===== config.mk =====
export PLATFORM = sky130hd
export DESIGN_NAME = writeback_flat
export DESIGN_NICKNAME = d
export VERILOG_FILES = /design/src/rtl/writeback_if.sv /design/src/rtl/writeback.sv /design/src/flat_wrapper.sv
export SDC_FILE = /design/constraint.sdc
export NUM_CORES = 1
export LEC_CHECK = 0
export CAP_MARGIN = 20
export CELL_PAD_IN_SITES_DETAIL_PLACEMENT = 1
export CELL_PAD_IN_SITES_GLOBAL_PLACEMENT = 1
export CORE_AREA = 3 3 246 248
export DETAILED_ROUTE_END_ITERATION = 7
export DIE_AREA = 0 0 249 251
export PLACE_DENSITY = 0.73
export SETUP_SLACK_MARGIN = 0.1
export SLEW_MARGIN = 20
export SYNTH_ARGS = -nofsm -noshare
export SYNTH_HDL_FRONTEND = slang
export SYNTH_SLANG_ARGS = --single-unit

===== constraint.sdc =====
create_clock -name CLK -period 6.92 [get_ports CLK]
set_input_delay 1.73 -clock CLK [delete_from_list [all_inputs] [get_ports CLK]]
set_output_delay 1.73 -clock CLK [all_outputs]
set_load 0.01 [all_outputs]

===== src/rtl/writeback_if.sv =====
// Writeback stage bus: instruction/result inputs from the previous stage and
// register-file, redirect, trap and stall outputs. master drives the stage
// inputs; slave is the writeback stage itself.
// Handshake: WB_V qualifies every WB_* input on the rising clock edge. WB_STALL
// is the only back-pressure. While it is high the stage ignores its inputs, and
// the upstream stage must hold its instruction.
interface writeback_if;
    logic        WB_V;
    logic [31:0] WB_IR;
    logic [63:0] WB_NPC;
    logic [63:0] WB_ALU_RESULT;
    logic [63:0] WB_MEM_RESULT;
    logic [63:0] WB_CSRFD;
    logic        WB_PC_MUX;
    logic        WB_ECALL;
    logic [63:0] CSR_TVEC;
    logic        RF_WE;
    logic [4:0]  RF_DR;
    logic [63:0] RF_DATA;
    logic        BR_TAKEN;
    logic [63:0] BR_TARGET;
    logic        FLUSH;
    logic        TRAP_VALID;
    logic [63:0] TRAP_EPC;
    logic        WB_STALL;
    logic [63:0] INSTRET;
    logic [1:0]  DBG_STATE;

    modport master (
        output WB_V, WB_IR, WB_NPC, WB_ALU_RESULT, WB_MEM_RESULT, WB_CSRFD,
               WB_PC_MUX, WB_ECALL, CSR_TVEC,
        input  RF_WE, RF_DR, RF_DATA, BR_TAKEN, BR_TARGET, FLUSH, TRAP_VALID,
               TRAP_EPC, WB_STALL, INSTRET, DBG_STATE
    );

    modport slave (
        input  WB_V, WB_IR, WB_NPC, WB_ALU_RESULT, WB_MEM_RESULT, WB_CSRFD,
               WB_PC_MUX, WB_ECALL, CSR_TVEC,
        output RF_WE, RF_DR, RF_DATA, BR_TAKEN, BR_TARGET, FLUSH, TRAP_VALID,
               TRAP_EPC, WB_STALL, INSTRET, DBG_STATE
    );
endinterface


===== src/rtl/writeback.sv =====
// Writeback stage. It produces the register-file write, the branch redirect and
// the ECALL trap sequence (IDLE -> TRAP -> DRAIN -> IDLE).
// Optional feature macro: WB_INSTRET_EN enables the retired-instruction counter.
// When the macro is undefined, INSTRET reads as constant 0.
module writeback (
    input  logic  CLK,
    input  logic  RESET,
    writeback_if.slave wb
);
    localparam logic [1:0] IDLE  = 2'd0;
    localparam logic [1:0] TRAP  = 2'd1;
    localparam logic [1:0] DRAIN = 2'd2;

    localparam logic [6:0] OP_LUI    = 7'b0110111;
    localparam logic [6:0] OP_AUIPC  = 7'b0010111;
    localparam logic [6:0] OP_IMM    = 7'b0010011;
    localparam logic [6:0] OP_REG    = 7'b0110011;
    localparam logic [6:0] OP_IMM32  = 7'b0011011;
    localparam logic [6:0] OP_REG32  = 7'b0111011;
    localparam logic [6:0] OP_LOAD   = 7'b0000011;
    localparam logic [6:0] OP_JAL    = 7'b1101111;
    localparam logic [6:0] OP_JALR   = 7'b1100111;
    localparam logic [6:0] OP_SYSTEM = 7'b1110011;

    logic [1:0]  state_q, state_d;
    logic        rf_we_q, rf_we_d;
    logic [4:0]  rf_dr_q, rf_dr_d;
    logic [63:0] rf_data_q, rf_data_d;
    logic        br_taken_q, br_taken_d;
    logic [63:0] br_target_q, br_target_d;
    logic        flush_q, flush_d;
    logic        trap_valid_q, trap_valid_d;
    logic [63:0] trap_epc_q, trap_epc_d;

    logic [6:0]  opcode;
    logic [4:0]  rd;
    logic [2:0]  funct3;
    logic        writes_rd;
    logic [63:0] load_data;
    logic [63:0] result;
    logic        unused_ir;

    assign opcode    = wb.WB_IR[6:0];
    assign rd        = wb.WB_IR[11:7];
    assign funct3    = wb.WB_IR[14:12];
    assign unused_ir = ^wb.WB_IR[31:15];

    // Decode whether the instruction class writes a destination register
    always_comb begin
        writes_rd = 1'b0;
        case (opcode)
            OP_LUI, OP_AUIPC, OP_IMM, OP_REG, OP_IMM32, OP_REG32,
            OP_LOAD, OP_JAL, OP_JALR: writes_rd = 1'b1;
            OP_SYSTEM:                writes_rd = (funct3 != 3'b000);
            default:                  writes_rd = 1'b0;
        endcase
    end

    // Align and extend load data; the upper memory bits are don't-care
    always_comb begin
        load_data = wb.WB_MEM_RESULT;
        case (funct3)
            3'b000:  load_data = {{56{wb.WB_MEM_RESULT[7]}},  wb.WB_MEM_RESULT[7:0]};
            3'b001:  load_data = {{48{wb.WB_MEM_RESULT[15]}}, wb.WB_MEM_RESULT[15:0]};
            3'b010:  load_data = {{32{wb.WB_MEM_RESULT[31]}}, wb.WB_MEM_RESULT[31:0]};
            3'b100:  load_data = {56'd0, wb.WB_MEM_RESULT[7:0]};
            3'b101:  load_data = {48'd0, wb.WB_MEM_RESULT[15:0]};
            3'b110:  load_data = {32'd0, wb.WB_MEM_RESULT[31:0]};
            default: load_data = wb.WB_MEM_RESULT;
        endcase
    end

    // Select the register write data by instruction class
    always_comb begin
        result = wb.WB_ALU_RESULT;
        if (opcode == OP_LOAD)
            result = load_data;
        else if (opcode == OP_JAL || opcode == OP_JALR)
            result = wb.WB_NPC;
        else if (opcode == OP_SYSTEM && funct3 != 3'b000)
            result = wb.WB_CSRFD;
    end

    // Next-state and next-output logic; pulses default low, data fields hold
    always_comb begin
        state_d      = state_q;
        rf_we_d      = 1'b0;
        rf_dr_d      = rf_dr_q;
        rf_data_d    = rf_data_q;
        br_taken_d   = 1'b0;
        br_target_d  = br_target_q;
        flush_d      = 1'b0;
        trap_valid_d = 1'b0;
        trap_epc_d   = trap_epc_q;
        case (state_q)
            IDLE: begin
                rf_dr_d   = rd;
                rf_data_d = result;
                if (wb.WB_V && wb.WB_ECALL) begin
                    // ECALL wins over a simultaneous branch: no write, no redirect yet
                    state_d    = TRAP;
                    trap_epc_d = wb.WB_NPC - 64'd4;
                end else begin
                    rf_we_d     = wb.WB_V && writes_rd && (rd != 5'd0);
                    br_taken_d  = wb.WB_V && wb.WB_PC_MUX;
                    flush_d     = wb.WB_V && wb.WB_PC_MUX;
                    br_target_d = wb.WB_ALU_RESULT;
                end
            end
            TRAP: begin
                state_d      = DRAIN;
                trap_valid_d = 1'b1;
                br_taken_d   = 1'b1;
                flush_d      = 1'b1;
                br_target_d  = wb.CSR_TVEC;
            end
            DRAIN: begin
                state_d = IDLE;
            end
            default: begin
                state_d = IDLE;
            end
        endcase
    end

    // Output and state registers
    always_ff @(posedge CLK or posedge RESET) begin
        if (RESET) begin
            state_q      <= IDLE;
            rf_we_q      <= 1'b0;
            rf_dr_q      <= 5'd0;
            rf_data_q    <= 64'd0;
            br_taken_q   <= 1'b0;
            br_target_q  <= 64'd0;
            flush_q      <= 1'b0;
            trap_valid_q <= 1'b0;
            trap_epc_q   <= 64'd0;
        end else begin
            state_q      <= state_d;
            rf_we_q      <= rf_we_d;
            rf_dr_q      <= rf_dr_d;
            rf_data_q    <= rf_data_d;
            br_taken_q   <= br_taken_d;
            br_target_q  <= br_target_d;
            flush_q      <= flush_d;
            trap_valid_q <= trap_valid_d;
            trap_epc_q   <= trap_epc_d;
        end
    end

`ifdef WB_INSTRET_EN
    logic [63:0] instret_q, instret_d;

    // Count instructions retired in IDLE; ECALLs do not retire here
    always_comb begin
        instret_d = instret_q;
        if (state_q == IDLE && wb.WB_V && !wb.WB_ECALL)
            instret_d = instret_q + 64'd1;
    end

    // Retired-instruction counter, wraps naturally
    always_ff @(posedge CLK or posedge RESET) begin
        if (RESET)
            instret_q <= 64'd0;
        else
            instret_q <= instret_d;
    end

    assign wb.INSTRET = instret_q;
`else
    assign wb.INSTRET = 64'd0;
`endif

    assign wb.RF_WE      = rf_we_q;
    assign wb.RF_DR      = rf_dr_q;
    assign wb.RF_DATA    = rf_data_q;
    assign wb.BR_TAKEN   = br_taken_q;
    assign wb.BR_TARGET  = br_target_q;
    assign wb.FLUSH      = flush_q;
    assign wb.TRAP_VALID = trap_valid_q;
    assign wb.TRAP_EPC   = trap_epc_q;
    assign wb.WB_STALL   = (state_q != IDLE);
    assign wb.DBG_STATE  = state_q;
endmodule


===== src/flat_wrapper.sv =====
// flat-port wrapper written by rule: the top's interface ports become plain ports
module writeback_flat 
  (CLK, RESET, wb_WB_V, wb_WB_IR, wb_WB_NPC, wb_WB_ALU_RESULT, wb_WB_MEM_RESULT, wb_WB_CSRFD, wb_WB_PC_MUX, wb_WB_ECALL, wb_CSR_TVEC, wb_RF_WE, wb_RF_DR, wb_RF_DATA, wb_BR_TAKEN, wb_BR_TARGET, wb_FLUSH, wb_TRAP_VALID, wb_TRAP_EPC, wb_WB_STALL, wb_INSTRET, wb_DBG_STATE);
  writeback_if wb_i ();
  input  logic CLK;
  input  logic RESET;
  input wire logic [$bits(wb_i.WB_V)-1:0] wb_WB_V;
  input wire logic [$bits(wb_i.WB_IR)-1:0] wb_WB_IR;
  input wire logic [$bits(wb_i.WB_NPC)-1:0] wb_WB_NPC;
  input wire logic [$bits(wb_i.WB_ALU_RESULT)-1:0] wb_WB_ALU_RESULT;
  input wire logic [$bits(wb_i.WB_MEM_RESULT)-1:0] wb_WB_MEM_RESULT;
  input wire logic [$bits(wb_i.WB_CSRFD)-1:0] wb_WB_CSRFD;
  input wire logic [$bits(wb_i.WB_PC_MUX)-1:0] wb_WB_PC_MUX;
  input wire logic [$bits(wb_i.WB_ECALL)-1:0] wb_WB_ECALL;
  input wire logic [$bits(wb_i.CSR_TVEC)-1:0] wb_CSR_TVEC;
  output wire logic [$bits(wb_i.RF_WE)-1:0] wb_RF_WE;
  output wire logic [$bits(wb_i.RF_DR)-1:0] wb_RF_DR;
  output wire logic [$bits(wb_i.RF_DATA)-1:0] wb_RF_DATA;
  output wire logic [$bits(wb_i.BR_TAKEN)-1:0] wb_BR_TAKEN;
  output wire logic [$bits(wb_i.BR_TARGET)-1:0] wb_BR_TARGET;
  output wire logic [$bits(wb_i.FLUSH)-1:0] wb_FLUSH;
  output wire logic [$bits(wb_i.TRAP_VALID)-1:0] wb_TRAP_VALID;
  output wire logic [$bits(wb_i.TRAP_EPC)-1:0] wb_TRAP_EPC;
  output wire logic [$bits(wb_i.WB_STALL)-1:0] wb_WB_STALL;
  output wire logic [$bits(wb_i.INSTRET)-1:0] wb_INSTRET;
  output wire logic [$bits(wb_i.DBG_STATE)-1:0] wb_DBG_STATE;
  assign wb_i.WB_V = wb_WB_V;
  assign wb_i.WB_IR = wb_WB_IR;
  assign wb_i.WB_NPC = wb_WB_NPC;
  assign wb_i.WB_ALU_RESULT = wb_WB_ALU_RESULT;
  assign wb_i.WB_MEM_RESULT = wb_WB_MEM_RESULT;
  assign wb_i.WB_CSRFD = wb_WB_CSRFD;
  assign wb_i.WB_PC_MUX = wb_WB_PC_MUX;
  assign wb_i.WB_ECALL = wb_WB_ECALL;
  assign wb_i.CSR_TVEC = wb_CSR_TVEC;
  assign wb_RF_WE = wb_i.RF_WE;
  assign wb_RF_DR = wb_i.RF_DR;
  assign wb_RF_DATA = wb_i.RF_DATA;
  assign wb_BR_TAKEN = wb_i.BR_TAKEN;
  assign wb_BR_TARGET = wb_i.BR_TARGET;
  assign wb_FLUSH = wb_i.FLUSH;
  assign wb_TRAP_VALID = wb_i.TRAP_VALID;
  assign wb_TRAP_EPC = wb_i.TRAP_EPC;
  assign wb_WB_STALL = wb_i.WB_STALL;
  assign wb_INSTRET = wb_i.INSTRET;
  assign wb_DBG_STATE = wb_i.DBG_STATE;
  writeback u_core (.CLK(CLK), .RESET(RESET), .wb(wb_i));
endmodule

==> metrics.cfg, run 1 <==
[timing]
rsz0062_at_grt = false
hold_viol_final = 0
fin_crit_ns = 4.50
setup_violations = 0
fmax_ghz = 0.222
setup_tns_ns = 0
finalCritPeriodShare_pct = 65.1
worst_pin_slew_ns = 1.07
clock_skew_ns = 0.00758
slew_headroom_pct = 27.8
finalMaxSlewViolations = 0

[cells_and_area]
fin_nets = 2242
drive_gt1_share_pct = 4.56
multiInputGateArea_sq_um = 5820
fillers = 6894
regArea_sq_um = 5050
areaGrowthSynthToFinish_pct = 61.1
post-route-util_pct = 31.5

[global_routing]
overflow = 0
grt_max_degree = 97
grt_use_total_pct = 18.5
first_global_vias = 13460
grt_pass1_wl_um = 88900
antenna_found_initial = 6

[place]
port_buffers = 543
place.gp.congestion = 0.884
post-dp-hpwl_um = 46000

[clocking]
cts_made_buffers = 28
cts.sinks = 202
post_cts_buffers = 0
cts-resized-gates = 0
insertion_delay_ns = 0.56
cts-htree-levels = 1
cts_root_buf = clkbuf_16
cts.clk_slew.worst_paths_ns = 0.06
clock_path_buffers = 3
ctsHoldBuffers = 0
cts_tree = done

[route]
drtIter0Drc = 547
vias = 12500
drcViolationCount = 0
firstDrtPassIters = 5
post_drt_wl_per_cell_um = 22.5
ant_nets = 0
vias_per_cell = 4.66
routed_wirelength_um = 60400

[worst_setup_path]
required_ns = 7.31
path_class = input port to flop
crit_arrival_ns = 4.89
start_kind = input port
cp_max_fo = 19
end_kind = flop

[synth]
synthAdderAreaFrac_pct = 0.109
synth_area_leaders = dfrtp_1, nand2_1, o21ai_0
synth.cells.most_frequent = nand2_1, dfrtp_1, o21ai_0
synth-main-ff-cell = dfrtp_1
synth_xor_area_share_pct = 4.20
synth_edf_count = 0
netlist.area_leader.share_pct = 44.1
yosys.area_share.simple_pct = 20.3
yosys_warnings = 0
synth-seq-cells = 202
synth.distinct_cells = 47
postSynthCellCount = 1394
syn_area_per_cell_sq_um = 8.23
synth_top_family_by_area = simple AND/OR/NAND/NOR gates
synth_sequential_area_ratio_pct = 44.1
ys_async_sr_fraction_pct = 100
post-synth-top-area-cell = dfrtp_1
synth.most_common_cell = nand2_1
netlist_area_sq_um = 11500
synth-compound-area-share_pct = 17.8
yosys-mux-area-fraction_pct = 5.87

[pwr]
powerDensity_nw_per_um2 = 229
power.leakage_nw = 7.08
vdd_drop_max_mv = 0.188

[floorplanning]
initial_utilization_pct = 19.5
num_rows = 89
core_sq_um = 58700
dieArea_sq_um = 62500
die_x_um = 249
chipHeight_um = 251
io-pin-count = 625

[job]
drv_cap = 0

[run_status]
status = finished, final reports clean

[worst_hold_path]
min_path_type = flop to flop

path summary, 6_finish.rpt:
kind                                          from                       to  slack (ns)  depth (start not counted)
max                                   wb_WB_NPC[9]   u_core.wb.TRAP_EPC[59]        2.42                          7
min                        u_core.wb.BR_TARGET[62]  u_core.wb.BR_TARGET[62]        0.48                          2
max reg2reg                 u_core.wb.DBG_STATE[1]  u_core.wb.BR_TARGET[26]        2.94                          6
min reg2reg                u_core.wb.BR_TARGET[62]  u_core.wb.BR_TARGET[62]        0.48                          2
max in group asynchronous                    RESET    u_core.wb.RF_DATA[44]        3.89                          3
min in group asynchronous                    RESET   u_core.wb.BR_TARGET[5]        1.69                          2
layer usage:
metal / part of all wire [%] / global-route usage (%)
met2: 49 / 31.8
met5: 0.058 / 0
met4: 3.2 / 6.02
met1: 42 / 23.6
met3: 5.8 / 3.40
metrics by stage:
stage	area (sq um)	hold WS, ns	std cells	setup slack, ns	power (mW)
2_1_floorplan	11700	0.507	1457	2.57	1.93
3_3_place_gp	17400	0.459	2625	1.89	2.69
3_5_place_dp	17400	0.474	2625	1.85	2.72
4_1_cts	18400	0.487	2677	2.43	4.29
5_1_grt	18500	0.510	2682	2.14	4.45
6_report	18500	0.482	2684	2.42	4.24
cell families after synthesis:
kind of cell / count (synthesis)
flip-flops: 202
adder cells (fa/ha/maj): 1
AND/OR/NAND/NOR: 534
other: 1
multiplexers: 67
AO/OA/AOI/OAI: 366
XOR/XNOR: 55
buffers and inverters: 168
power breakdown:
part | switching (mW) | internal (mW)
combinational | 0.584 | 0.632
sequential | 0.112 | 1.37
clock | 0.591 | 0.947
layout by cell type, fill, tap and decap left out, types with 29 or more instances in the layout:
cell             synthesis  final
a31oi_1                 55     55
clkdlybuf4s50_1          0    543
nor2_1                 124    123
mux2i_1                 65     65
xnor2_1                 42     42
a21oi_1                 96     96
nand2_1                293    293
clkbuf_16                0     29
o21ai_0                170    170
conb_1                   1     64
dfrtp_1                202    202
area by class of cell:
cell class,instances,area share [%]
multi-input combinational,1087,31.5
timing repair buffer,560,30.4
sequential,202,27.4
tap,773,5.24
clock buffer,40,4.53
clock inverter,12,0.759
inverter,5,0.129
antenna,5,0.0678
sequential cells by signal (all words and copies together) (netlist names):
signal / flops
u_core.wb.RF_WE: 1
u_core.wb.FLUSH: 1
u_core.wb.BR_TARGET: 64
u_core.wb.TRAP_EPC: 64
u_core.wb.DBG_STATE: 2
u_core.wb.RF_DR: 5
u_core.wb.RF_DATA: 64
u_core.wb.TRAP_VALID: 1
worst max-delay path, cell delays in order:
cell and delay, ns:
clkdlybuf4s50_1 0.54, nor4_1 0.63, and4_1 0.52, nand4b_2 0.63, nor4_1 0.54, xnor2_1 0.18, a21oi_1 0.10
No activity file was read; power rests on OpenSTA's default activity.
==> run 2, diff against run 1 <==
CORE_AREA = 3 3 243 245   (was 3 3 246 248)
DIE_AREA = 0 0 246 248   (was 0 0 249 251)
PLACE_DENSITY = 0.71   (was 0.73)
clock period = 4.5 ns   (was 6.92 ns; I/O delays follow)
==> metrics.cfg, run 2 (synthesized netlist as in run 1, its figures left out) <==
[cells_and_area]
fin_nets = 2264  ; was 2242
drive_gt1_share_pct = 5.61  ; was 4.56%
post-route-util_pct = 32.4  ; was 31.5%
areaGrowthSynthToFinish_pct = 62.3  ; was 61.1%
layout_commonest_cell = clkdlybuf4s50_1  ; unchanged
mostFrequentLayoutCells = clkdlybuf4s50_1, nand2_1, dfrtp_1  ; unchanged

[route]
firstDrtPassIters = 5  ; unchanged
post_drt_wl_per_cell_um = 23.8  ; was 22.5 um
routed_wirelength_um = 64300  ; was 60400 um
ant_nets = 0  ; unchanged
drtIter0Drc = 754  ; was 547
vias = 12648  ; was 12.5k
drcViolationCount = 0  ; unchanged
vias_per_cell = 4.68  ; was 4.66

[clocking]
cts.clk_slew.worst_paths_ns = 0.06  ; about the same
clock_path_buffers = 3  ; unchanged
cts-resized-gates = 0  ; unchanged
post_cts_buffers = 0  ; unchanged
cts.sinks = 202  ; unchanged
cts_root_buf = clkbuf_16  ; unchanged
cts_tree = done  ; unchanged
ctsHoldBuffers = 0  ; unchanged
cts_made_buffers = 26  ; was 28
cts-htree-levels = 1  ; unchanged
insertion_delay_ns = 0.55  ; was 0.56 ns

[global_routing]
overflow = 0  ; unchanged
grt_use_total_pct = 20.0  ; was 18.5%
antenna_found_initial = 8  ; was 6
grt_pass1_wl_um = 90900  ; was 88900 um
grt_max_degree = 74  ; was 97
first_global_vias = 13476  ; about the same

[timing]
finalMaxSlewViolations = 0  ; unchanged
setup_tns_ns = 0  ; unchanged
worst_pin_slew_ns = 1.07  ; about the same
finalCritPeriodShare_pct = 77.5
setup_violations = 0  ; unchanged
hold_viol_final = 0  ; unchanged
fmax_ghz = 0.287
slew_headroom_pct = 28.5  ; was 27.8%
clock_skew_ns = 0.00967  ; was 0.00758 ns
rsz0062_at_grt = false  ; unchanged
fin_crit_ns = 3.49

[worst_setup_path]
path_cells = clkdlybuf4s50_1 -> or4_1 -> nor4_1 -> nand4_1 -> nor3_1 -> xnor2_1 -> a21oi_1  ; was clkdlybuf4s50_1 -> nor4_1 -> and4_1 -> nand4b_2 -> nor4_1 -> xnor2_1 -> a21oi_1
cp_top_family = simple AND/OR/NAND/NOR gates  ; unchanged
slowest_stage = or4_1  ; was nor4_1
path_buf_inv = 1  ; unchanged
cp_max_fo = 8  ; was 19
slowest_delay_ns = 0.71  ; was 0.63 ns
end_kind = flop  ; unchanged
crit_arrival_ns = 3.89  ; was 4.89 ns
path_class = input port to flop  ; unchanged
reg2reg_slack_ns = 1.72  ; was 2.94 ns
start_kind = input port  ; unchanged
required_ns = 4.90  ; was 7.31 ns

[pwr]
vdd_drop_max_mv = 0.243  ; was 0.188 mV
intPower_mw = 4.42  ; was 2.95 mW
power_frac_clock_pct = 34.7  ; was 36.3%
powerDensity_nw_per_um2 = 345  ; was 229 nW/um^2
swShare_pct = 31.2  ; was 30.4%
p_seq_share_pct = 35.6  ; was 35.0%
p_switching_mw = 2.00  ; was 1.29 mW
power.leakage_nw = 7.17  ; was 7.08 nW
share_comb_of_total_power_pct = 29.7  ; was 28.7%

[job]
drv_cap = 0  ; unchanged

[floorplanning]
io-pin-count = 625  ; unchanged
core_sq_um = 57400  ; was 58700 sq um
num_rows = 88  ; was 89
dieArea_sq_um = 61000  ; was 62500 sq um
die_x_um = 246  ; was 249 um
initial_utilization_pct = 20.0  ; was 19.5%
chipHeight_um = 248  ; was 251 um

[worst_hold_path]
min_path_type = flop to flop  ; unchanged

[place]
place.gp.congestion = 0.864  ; was 0.884
port_buffers = 543  ; unchanged
post-dp-hpwl_um = 49500  ; was 46000 um

[run_status]
status = finished, final reports clean  ; unchanged

## run 2: cell type report
cell class	instances	area (sq um)
Clock inverter	14	154
Multi-Input combinational cell	1087	5820
Fill cell	6745	38800
Tap cell	765	957
Sequential cell	202	5050
Inverter	5	23.8
Antenna cell	10	25.0
Timing Repair Buffer	584	5830
Clock buffer	33	738
## run 2: worst reg2reg max path, cell delays in order (launching register included)
cell	delay, ns
dfrtp_1	0.48
nor2_4	0.47
buf_4	0.65
o21ai_0	0.57
a31oi_1	0.33
nor2_1	0.07
o21ai_0	0.14
## run 2: final timing paths
| path | from | to | cells past startpoint |
|---|---|---|---|
| setup / recovery | wb_WB_NPC[41] | u_core.wb.TRAP_EPC[60] | 7 |
| hold / removal | u_core.wb.RF_DATA[37] | u_core.wb.RF_DATA[37] | 2 |
| setup reg to reg | u_core.wb.DBG_STATE[1] | u_core.wb.RF_DATA[35] | 6 |
| hold reg to reg | u_core.wb.RF_DATA[37] | u_core.wb.RF_DATA[37] | 2 |
| max in group asynchronous | RESET | u_core.wb.BR_TARGET[28] | 3 |
| min in group asynchronous | RESET | u_core.wb.BR_TARGET[2] | 2 |
## run 2: power by group through the flow
stage	combinational, mW	sequential (mW)	clock (mW)
detailed placement	1.92	2.32	0
CTS	1.93	2.29	2.30
global route	2.05	2.32	2.36
global placement	1.89	2.30	0
finish	1.91	2.29	2.22
floorplan	0.554	2.42	0
## run 2: routing by layer
metal / track usage (%) / vias to the layer above / routed length (um)
met5: 0 / - / 23
met4: 6.81 / 4 / 1980
met3: 3.93 / 110 / 3920
met2: 33.2 / 472 / 30500
met1: 25.9 / 6323 / 27800
li1: - / 5739 / -
## run 2: stage by stage
step | instances | worst slack [ns] | area [sq um] | hold WS (ns) | power [mW]
after global routing | 2694 | 0.689 | 18600 | 0.504 | 6.73
after floorplan | 1457 | 0.759 | 11700 | 0.507 | 2.97
after global placement | 2643 | 0.457 | 17700 | 0.460 | 4.19
final | 2700 | 1.01 | 18600 | 0.476 | 6.42
after CTS | 2690 | 0.931 | 18600 | 0.476 | 6.51
after detailed placement | 2643 | 0.385 | 17700 | 0.460 | 4.23
